<file path="config.mk">
export PLATFORM = sky130hd
export DESIGN_NAME = cdb_arbiter_flat
export DESIGN_NICKNAME = d
export VERILOG_FILES = /design/src/rtl/cdb_arbiter_if.sv /design/src/rtl/cdb_arbiter.sv /design/src/flat_wrapper.sv
export SDC_FILE = /design/constraint.sdc
export NUM_CORES = 1
export LEC_CHECK = 0
export CAP_MARGIN = 5
export CORE_MARGIN = 1
export CORE_UTILIZATION = 50
export CTS_CLUSTER_SIZE = 8
export DETAILED_ROUTE_END_ITERATION = 10
export PLACE_DENSITY = 0.85
export SYNTH_ARGS = -nofsm -noshare
export SYNTH_HDL_FRONTEND = slang
export SYNTH_SLANG_ARGS = --single-unit
</file>
<file path="constraint.sdc">
create_clock -name clk -period 4.26 [get_ports clk]
set_input_delay 0.426 -clock clk [delete_from_list [all_inputs] [get_ports clk]]
set_output_delay 0.426 -clock clk [all_outputs]
set_load 0.005 [all_outputs]
</file>
<file path="src/rtl/cdb_arbiter_if.sv">
// Result-source to CDB-arbiter bundle: per-source result requests plus the broadcast bus.
// The master modport belongs to the result sources and CDB consumers. The slave modport belongs to the arbiter.
interface cdb_arbiter_if #(
  parameter int NREQ   = 4,
  parameter int DATA_W = 32,
  parameter int TAG_W  = 6
);
  logic [NREQ-1:0]        req_valid;
  logic [NREQ*DATA_W-1:0] req_data;
  logic [NREQ*TAG_W-1:0]  req_tag;
  logic [NREQ-1:0]        req_branch;
  logic [NREQ-1:0]        req_taken;
  logic [NREQ-1:0]        req_ready;
  logic [DATA_W-1:0]      cdb_data;
  logic [TAG_W-1:0]       cdb_tag;
  logic                   cdb_valid;
  logic                   cdb_branch;
  logic                   cdb_branch_taken;

  modport master (
    output req_valid, req_data, req_tag, req_branch, req_taken,
    input  req_ready, cdb_data, cdb_tag, cdb_valid, cdb_branch, cdb_branch_taken
  );

  modport slave (
    input  req_valid, req_data, req_tag, req_branch, req_taken,
    output req_ready, cdb_data, cdb_tag, cdb_valid, cdb_branch, cdb_branch_taken
  );
endinterface

</file>
<file path="src/rtl/cdb_arbiter.sv">
// CDB arbiter: one holding buffer per result source, round-robin broadcast of one result per cycle.
// Latency: two edges from accept to CDB. With CDB_BYPASS_EN, it is one edge when every holding buffer is empty.
// Backpressure: req_ready[i] is low while buffer i is full and is not being drained this cycle.
module cdb_arbiter #(
  parameter int NREQ   = 4,
  parameter int DATA_W = 32,
  parameter int TAG_W  = 6
) (
  input logic          clk,
  input logic          rst,
  cdb_arbiter_if.slave bus
);
  localparam int PTR_W = (NREQ > 1) ? $clog2(NREQ) : 1;

  typedef logic [PTR_W-1:0] idx_t;

  typedef struct packed {
    logic [DATA_W-1:0] data;
    logic [TAG_W-1:0]  tag;
    logic              branch;
    logic              taken;
  } entry_t;

  entry_t          in_entry [NREQ];
  entry_t          hold_q   [NREQ];
  logic [NREQ-1:0] full_q;
  idx_t            ptr_q;
  entry_t          cdb_q;
  logic            cdb_valid_q;

  logic [NREQ-1:0] grant;
  logic            gnt_vld;
  idx_t            gnt_idx;
  logic [NREQ-1:0] accept;
  logic [NREQ-1:0] byp_sel;
  logic            byp_vld;
  idx_t            byp_idx;

  function automatic idx_t wrap_inc(input idx_t i);
    if (int'(i) >= NREQ - 1) return '0;
    return i + idx_t'(1);
  endfunction

  // First set bit of vec in the order start, start+1, ... mod NREQ, returned as {found, index}.
  // Scanning from the far end lets the nearest hit overwrite the result last.
  function automatic logic [PTR_W:0] rr_pick(input logic [NREQ-1:0] vec, input idx_t start);
    logic [PTR_W:0] res;
    int             pos;
    idx_t           p;
    res = '0;
    for (int k = NREQ - 1; k >= 0; k--) begin
      pos = int'(start) + k;
      if (pos >= NREQ) pos = pos - NREQ;
      p = idx_t'(pos);
      if (vec[p]) res = {1'b1, p};
    end
    return res;
  endfunction

  for (genvar i = 0; i < NREQ; i++) begin : g_unpack
    assign in_entry[i].data   = bus.req_data[i*DATA_W +: DATA_W];
    assign in_entry[i].tag    = bus.req_tag[i*TAG_W +: TAG_W];
    assign in_entry[i].branch = bus.req_branch[i];
    assign in_entry[i].taken  = bus.req_taken[i];
  end

  always_comb begin
    {gnt_vld, gnt_idx} = rr_pick(full_q, ptr_q);
    grant = '0;
    if (gnt_vld) grant[gnt_idx] = 1'b1;
  end

  // Ready is a function of buffer state and pointer only, so sources can gate valid on it.
  assign bus.req_ready = ~full_q | grant;
  assign accept        = bus.req_valid & bus.req_ready;

`ifdef CDB_BYPASS_EN
  // With every buffer empty, the nearest requester goes straight onto the CDB.
  always_comb begin
    {byp_vld, byp_idx} = rr_pick(bus.req_valid, ptr_q);
    if (gnt_vld) byp_vld = 1'b0;
    byp_sel = '0;
    if (byp_vld) byp_sel[byp_idx] = 1'b1;
  end
`else
  assign byp_vld = 1'b0;
  assign byp_idx = '0;
  assign byp_sel = '0;
`endif

  always_ff @(posedge clk or negedge rst) begin
    if (!rst) begin
      full_q      <= '0;
      ptr_q       <= '0;
      cdb_q       <= '0;
      cdb_valid_q <= 1'b0;
    end else begin
      // A refill on the drain edge wins, so the flag stays set.
      for (int i = 0; i < NREQ; i++) begin
        if (accept[i] && !byp_sel[i]) full_q[i] <= 1'b1;
        else if (grant[i])            full_q[i] <= 1'b0;
      end
      if (gnt_vld) begin
        cdb_q       <= hold_q[gnt_idx];
        cdb_valid_q <= 1'b1;
        ptr_q       <= wrap_inc(gnt_idx);
      end else if (byp_vld) begin
        cdb_q       <= in_entry[byp_idx];
        cdb_valid_q <= 1'b1;
        ptr_q       <= wrap_inc(byp_idx);
      end else begin
        cdb_valid_q <= 1'b0;
      end
    end
  end

  // Payload needs no reset: it is only observed through a set full flag.
  always_ff @(posedge clk) begin
    for (int i = 0; i < NREQ; i++) begin
      if (accept[i] && !byp_sel[i]) hold_q[i] <= in_entry[i];
    end
  end

  assign bus.cdb_data         = cdb_q.data;
  assign bus.cdb_tag          = cdb_q.tag;
  assign bus.cdb_branch       = cdb_q.branch;
  assign bus.cdb_branch_taken = cdb_q.taken;
  assign bus.cdb_valid        = cdb_valid_q;
endmodule

</file>
<file path="src/flat_wrapper.sv">
// flat-port wrapper written by rule: the top's interface ports become plain ports
module cdb_arbiter_flat 
#(
  parameter int NREQ   = 4,
  parameter int DATA_W = 32,
  parameter int TAG_W  = 6
)
  (clk, rst, bus_req_valid, bus_req_data, bus_req_tag, bus_req_branch, bus_req_taken, bus_req_ready, bus_cdb_data, bus_cdb_tag, bus_cdb_valid, bus_cdb_branch, bus_cdb_branch_taken);
  cdb_arbiter_if #(.NREQ(NREQ), .DATA_W(DATA_W), .TAG_W(TAG_W)) bus_i ();
  input logic clk;
  input logic rst;
  input wire logic [$bits(bus_i.req_valid)-1:0] bus_req_valid;
  input wire logic [$bits(bus_i.req_data)-1:0] bus_req_data;
  input wire logic [$bits(bus_i.req_tag)-1:0] bus_req_tag;
  input wire logic [$bits(bus_i.req_branch)-1:0] bus_req_branch;
  input wire logic [$bits(bus_i.req_taken)-1:0] bus_req_taken;
  output wire logic [$bits(bus_i.req_ready)-1:0] bus_req_ready;
  output wire logic [$bits(bus_i.cdb_data)-1:0] bus_cdb_data;
  output wire logic [$bits(bus_i.cdb_tag)-1:0] bus_cdb_tag;
  output wire logic [$bits(bus_i.cdb_valid)-1:0] bus_cdb_valid;
  output wire logic [$bits(bus_i.cdb_branch)-1:0] bus_cdb_branch;
  output wire logic [$bits(bus_i.cdb_branch_taken)-1:0] bus_cdb_branch_taken;
  assign bus_i.req_valid = bus_req_valid;
  assign bus_i.req_data = bus_req_data;
  assign bus_i.req_tag = bus_req_tag;
  assign bus_i.req_branch = bus_req_branch;
  assign bus_i.req_taken = bus_req_taken;
  assign bus_req_ready = bus_i.req_ready;
  assign bus_cdb_data = bus_i.cdb_data;
  assign bus_cdb_tag = bus_i.cdb_tag;
  assign bus_cdb_valid = bus_i.cdb_valid;
  assign bus_cdb_branch = bus_i.cdb_branch;
  assign bus_cdb_branch_taken = bus_i.cdb_branch_taken;
  cdb_arbiter #(.NREQ(NREQ), .DATA_W(DATA_W), .TAG_W(TAG_W)) u_core (.clk(clk), .rst(rst), .bus(bus_i));
endmodule
</file>
==> impl_metrics.py <==
metrics = {
    "status": {
        "status": "finished clean",
    },
    "logic_synthesis": {
        "synth_area_leaders": "edfxtp_1 (60%), dfrtp_1 (15%), a211oi_2 (6.0%), a211oi_1 (4.0%), and3_1 (3.1%)",
        "synth.distinct_cells": 29,
        "synth_common_cells": "edfxtp_1 (160), dfrtp_1 (47), nand2_1 (43)",
        "yosysTopAreaCellShare_pct": 60.5,
        "synth_area_mm2": 0.00795,
        "ys_ff_latch": 207,
        "synth_flop_cell": "edfxtp_1",
        "synth-seq-area-share_pct": 75.3,
        "syn_inst": 515,
        "syn_nets": 682,
        "synth_top_cell_by_area": "edfxtp_1",
        "postSynth.asyncResetShare_pct": 22.7,
        "synth-edff-count": 160,
        "syn_avg_cell_area_um2": 15.4,
        "synth_most_common_cell": "edfxtp_1",
        "yosysWarnings": 0,
    },
    "sta": {
        "tns_ps": 0,
        "rsz0062_at_grt": "false",
        "finalCriticalPeriod_ps": 3300,
        "maxSlewHeadroom_pct": 18.6,
        "finalHoldViolCount": 0,
        "min_period_over_period_pct": 77.4,
        "max_freq_mhz": 303,
        "hold_ws_ps": 441,
        "worst_pin_slew_ps": 1220,
        "drv_slew": 0,
        "finClkSkew_ps": 17.2,
        "setup_viol": 0,
    },
    "die": {
        "ioPinCount": 211,
        "die_w_um": 128,
        "fp.dieArea_mm2": 0.0164,
        "rows": 45,
        "die_h_um": 128,
        "start_util_pct": 51.7,
        "core_mm2": 0.0154,
    },
    "layout": {
        "n_antenna_cell": 0,
        "fillers": 939,
        "multi_input_area_mm2": 0.00182,
        "area_growth_pct": 39.5,
        "fin_nets": 896,
        "fin_cells": 963,
        "seq_area_mm2": 0.00598,
        "layout-drive-gt1-share_pct": 12.4,
    },
    "placement": {
        "place.gp.congestion": 0.782,
        "dpl.cell_count": 907,
        "portBuffers": 210,
        "hpwl_mm": 12.2,
    },
    "setup_path": {
        "path_max_fanout": 44,
        "r2r_cells": 6,
        "path_buf_inv": 2,
        "end_kind": "primary output",
        "worstPathArrival_ps": 2870,
        "required_ps": 3830,
        "critPathMaxStageDelay_ps": 540,
        "reg2reg_from": "u_core.ptr_q[1]$_DFFE_PN0P_",
        "critical_path.startpoint_type": "flip-flop",
        "crit_chain": "mux2i_1 -> a21oi_4 -> nand2_4 -> inv_4 -> ha_1 -> nand2b_1 -> clkdlybuf4s50_1",
        "critPathSlowestCell": "clkdlybuf4s50_1",
        "worst-r2r-setup-slack_ps": 1200,
        "crit_type": "reg -> out",
        "r2r_end": "u_core.hold_q[2][31]$_DFFE_PP_",
        "critPathTopFamily": "buffers and inverters",
    },
    "grt": {
        "grt_max_degree": 81,
        "grt_usage_pct": 24.2,
        "grt_pass1_wl_mm": 29.6,
        "grt_overflow_total": 0,
        "antenna_found_initial": 0,
        "grt_pass1_vias": 5660,
    },
    "clock_tree": {
        "numCtsBuffers": 29,
        "clkSinkCount": 207,
        "post_cts_buffers": 0,
        "htree_num_levels": 1,
        "root_buffer": "clkbuf_16",
        "cts.clk_slew.worst_paths_ps": 50,
        "clockBufferDepth": 3,
        "clkLatencyLatePin_ps": 540,
        "cts_tree": "built",
    },
    "detailed_routing": {
        "wl_per_cell_um": 20.1,
        "wl_met1_mm": 7.42,
        "dr.max_layer_used": "met4",
        "drt-total-wl_mm": 19.4,
        "wl_met2_mm": 9.91,
        "first_pass_iters": 5,
        "viasPerCell": 5.45,
        "initialDrtViolationCount": 277,
        "ant_nets": 0,
        "drcViolationCount": 0,
        "wl_met3_mm": 1.50,
        "num_vias": 5246,
    },
    "worst_hold_path": {
        "hold_end": "u_core.hold_q[1][2]$_DFFE_PP_",
        "hp-start": "bus_req_tag[6]",
        "hold_class": "in -> reg",
        "hold_depth": 1,
    },
    "job": {
        "drv_cap": 0,
    },
    "power_and_ir_drop": {
        "p_per_area_mw_per_mm2": 833,
        "p_total_uw": 9230,
        "ir_drop_mv": 0.668,
        "leakagePower_uw": 0.00396,
    },
}
-- area by class of cell --
cell class / instances / area share (%)
Clock inverter: 1 / 0.181
Tap cell: 211 / 2.38
Timing Repair Buffer: 216 / 19.5
Multi-Input combinational cell: 272 / 16.4
Inverter: 3 / 0.124
Sequential cell: 207 / 54.0
Clock buffer: 53 / 7.36
-- per-stage QoR --
stage	worst slack [ps]	utilization, %	area (um^2)
floorplan	1340	-	7950
global placement	1450	66.4	10200
detailed placement	1200	66.4	10200
CTS	944	71.8	11000
global route	770	72.1	11100
finish	961	72.1	11100
-- report_power, final --
part / internal (uW) / switching [uW] / total [uW] / leakage (uW)
sequential: 3090 / 302 / 3400 / 0.00202
combinational: 1530 / 2230 / 3760 / 0.00155
clock: 1280 / 803 / 2080 / 0.000396
total: 5900 / 3340 / 9230 / 0.00396
-- routing by layer --
layer	vias up	GRT usage (%)
met1	2539	30.3
met5	-	0
met3	46	5.34
met4	0	8.79
li1	2397	-
met2	264	41.7
-- layout by cell type (no fill, tap or decap), drive strengths merged --
cell	instances
and2	4
o22ai	3
o21a	1
clkbuf	53
a31oi	1
nand2	44
ha	1
nor2b	1
and3	40
buf	6
inv	4
a21o	1
o21ai	3
mux2	1
dlygate4sd3	1
nand2b	5
edfxtp	160
nor3b	1
mux2i	1
dfrtp	47
nor2	42
clkdlybuf4s50	209
a211oi	80
a21oi	43
-- cell families (layout without fill, tap and decap cells) --
logic type      count (synthesis)  after routing  share of synthesized area, %
flops                         207            207                          75.3
buf+inv                        36            273                          2.25
fa+ha+maj                       1              1                         0.157
compound gates                132            132                          13.9
mux                             2              2                         0.268
simple gates                  137            137                          8.19
-- registers in the layout, summed over array words and instances (netlist names) --
register	flops
u_core.ptr_q	2
u_core.bus.cdb_branch	1
u_core.hold_q	160
u_core.bus.cdb_tag	6
u_core.bus.cdb_valid	1
u_core.bus.cdb_data	32
u_core.full_q	4
u_core.bus.cdb_branch_taken	1
-- repair_timing --
item	CTS	global route
hold buffers	0	1
endpoints found under the hold margin	0	6
resized for setup	0	0
-- how the worst max path moves through the flow --
stage / slack (ps) / cells past startpoint / startpoint / end
6_report: 960 / 7 / u_core.full_q[1]$_DFFE_PN0P_ / bus_req_ready[3]
5_1_grt: 770 / 7 / u_core.full_q[1]$_DFFE_PN0P_ / bus_req_ready[3]
4_1_cts: 940 / 7 / u_core.full_q[1]$_DFFE_PN0P_ / bus_req_ready[3]
3_5_place_dp: 1200 / 7 / u_core.full_q[1]$_DFFE_PN0P_ / u_core.hold_q[3][15]$_DFFE_PP_
3_3_place_gp: 1450 / 7 / u_core.ptr_q[1]$_DFFE_PN0P_ / u_core.hold_q[3][37]$_DFFE_PP_
2_1_floorplan: 1340 / 9 / u_core.ptr_q[1]$_DFFE_PN0P_ / u_core.hold_q[3][0]$_DFFE_PP_
No activity file was read; power rests on OpenSTA's default activity.
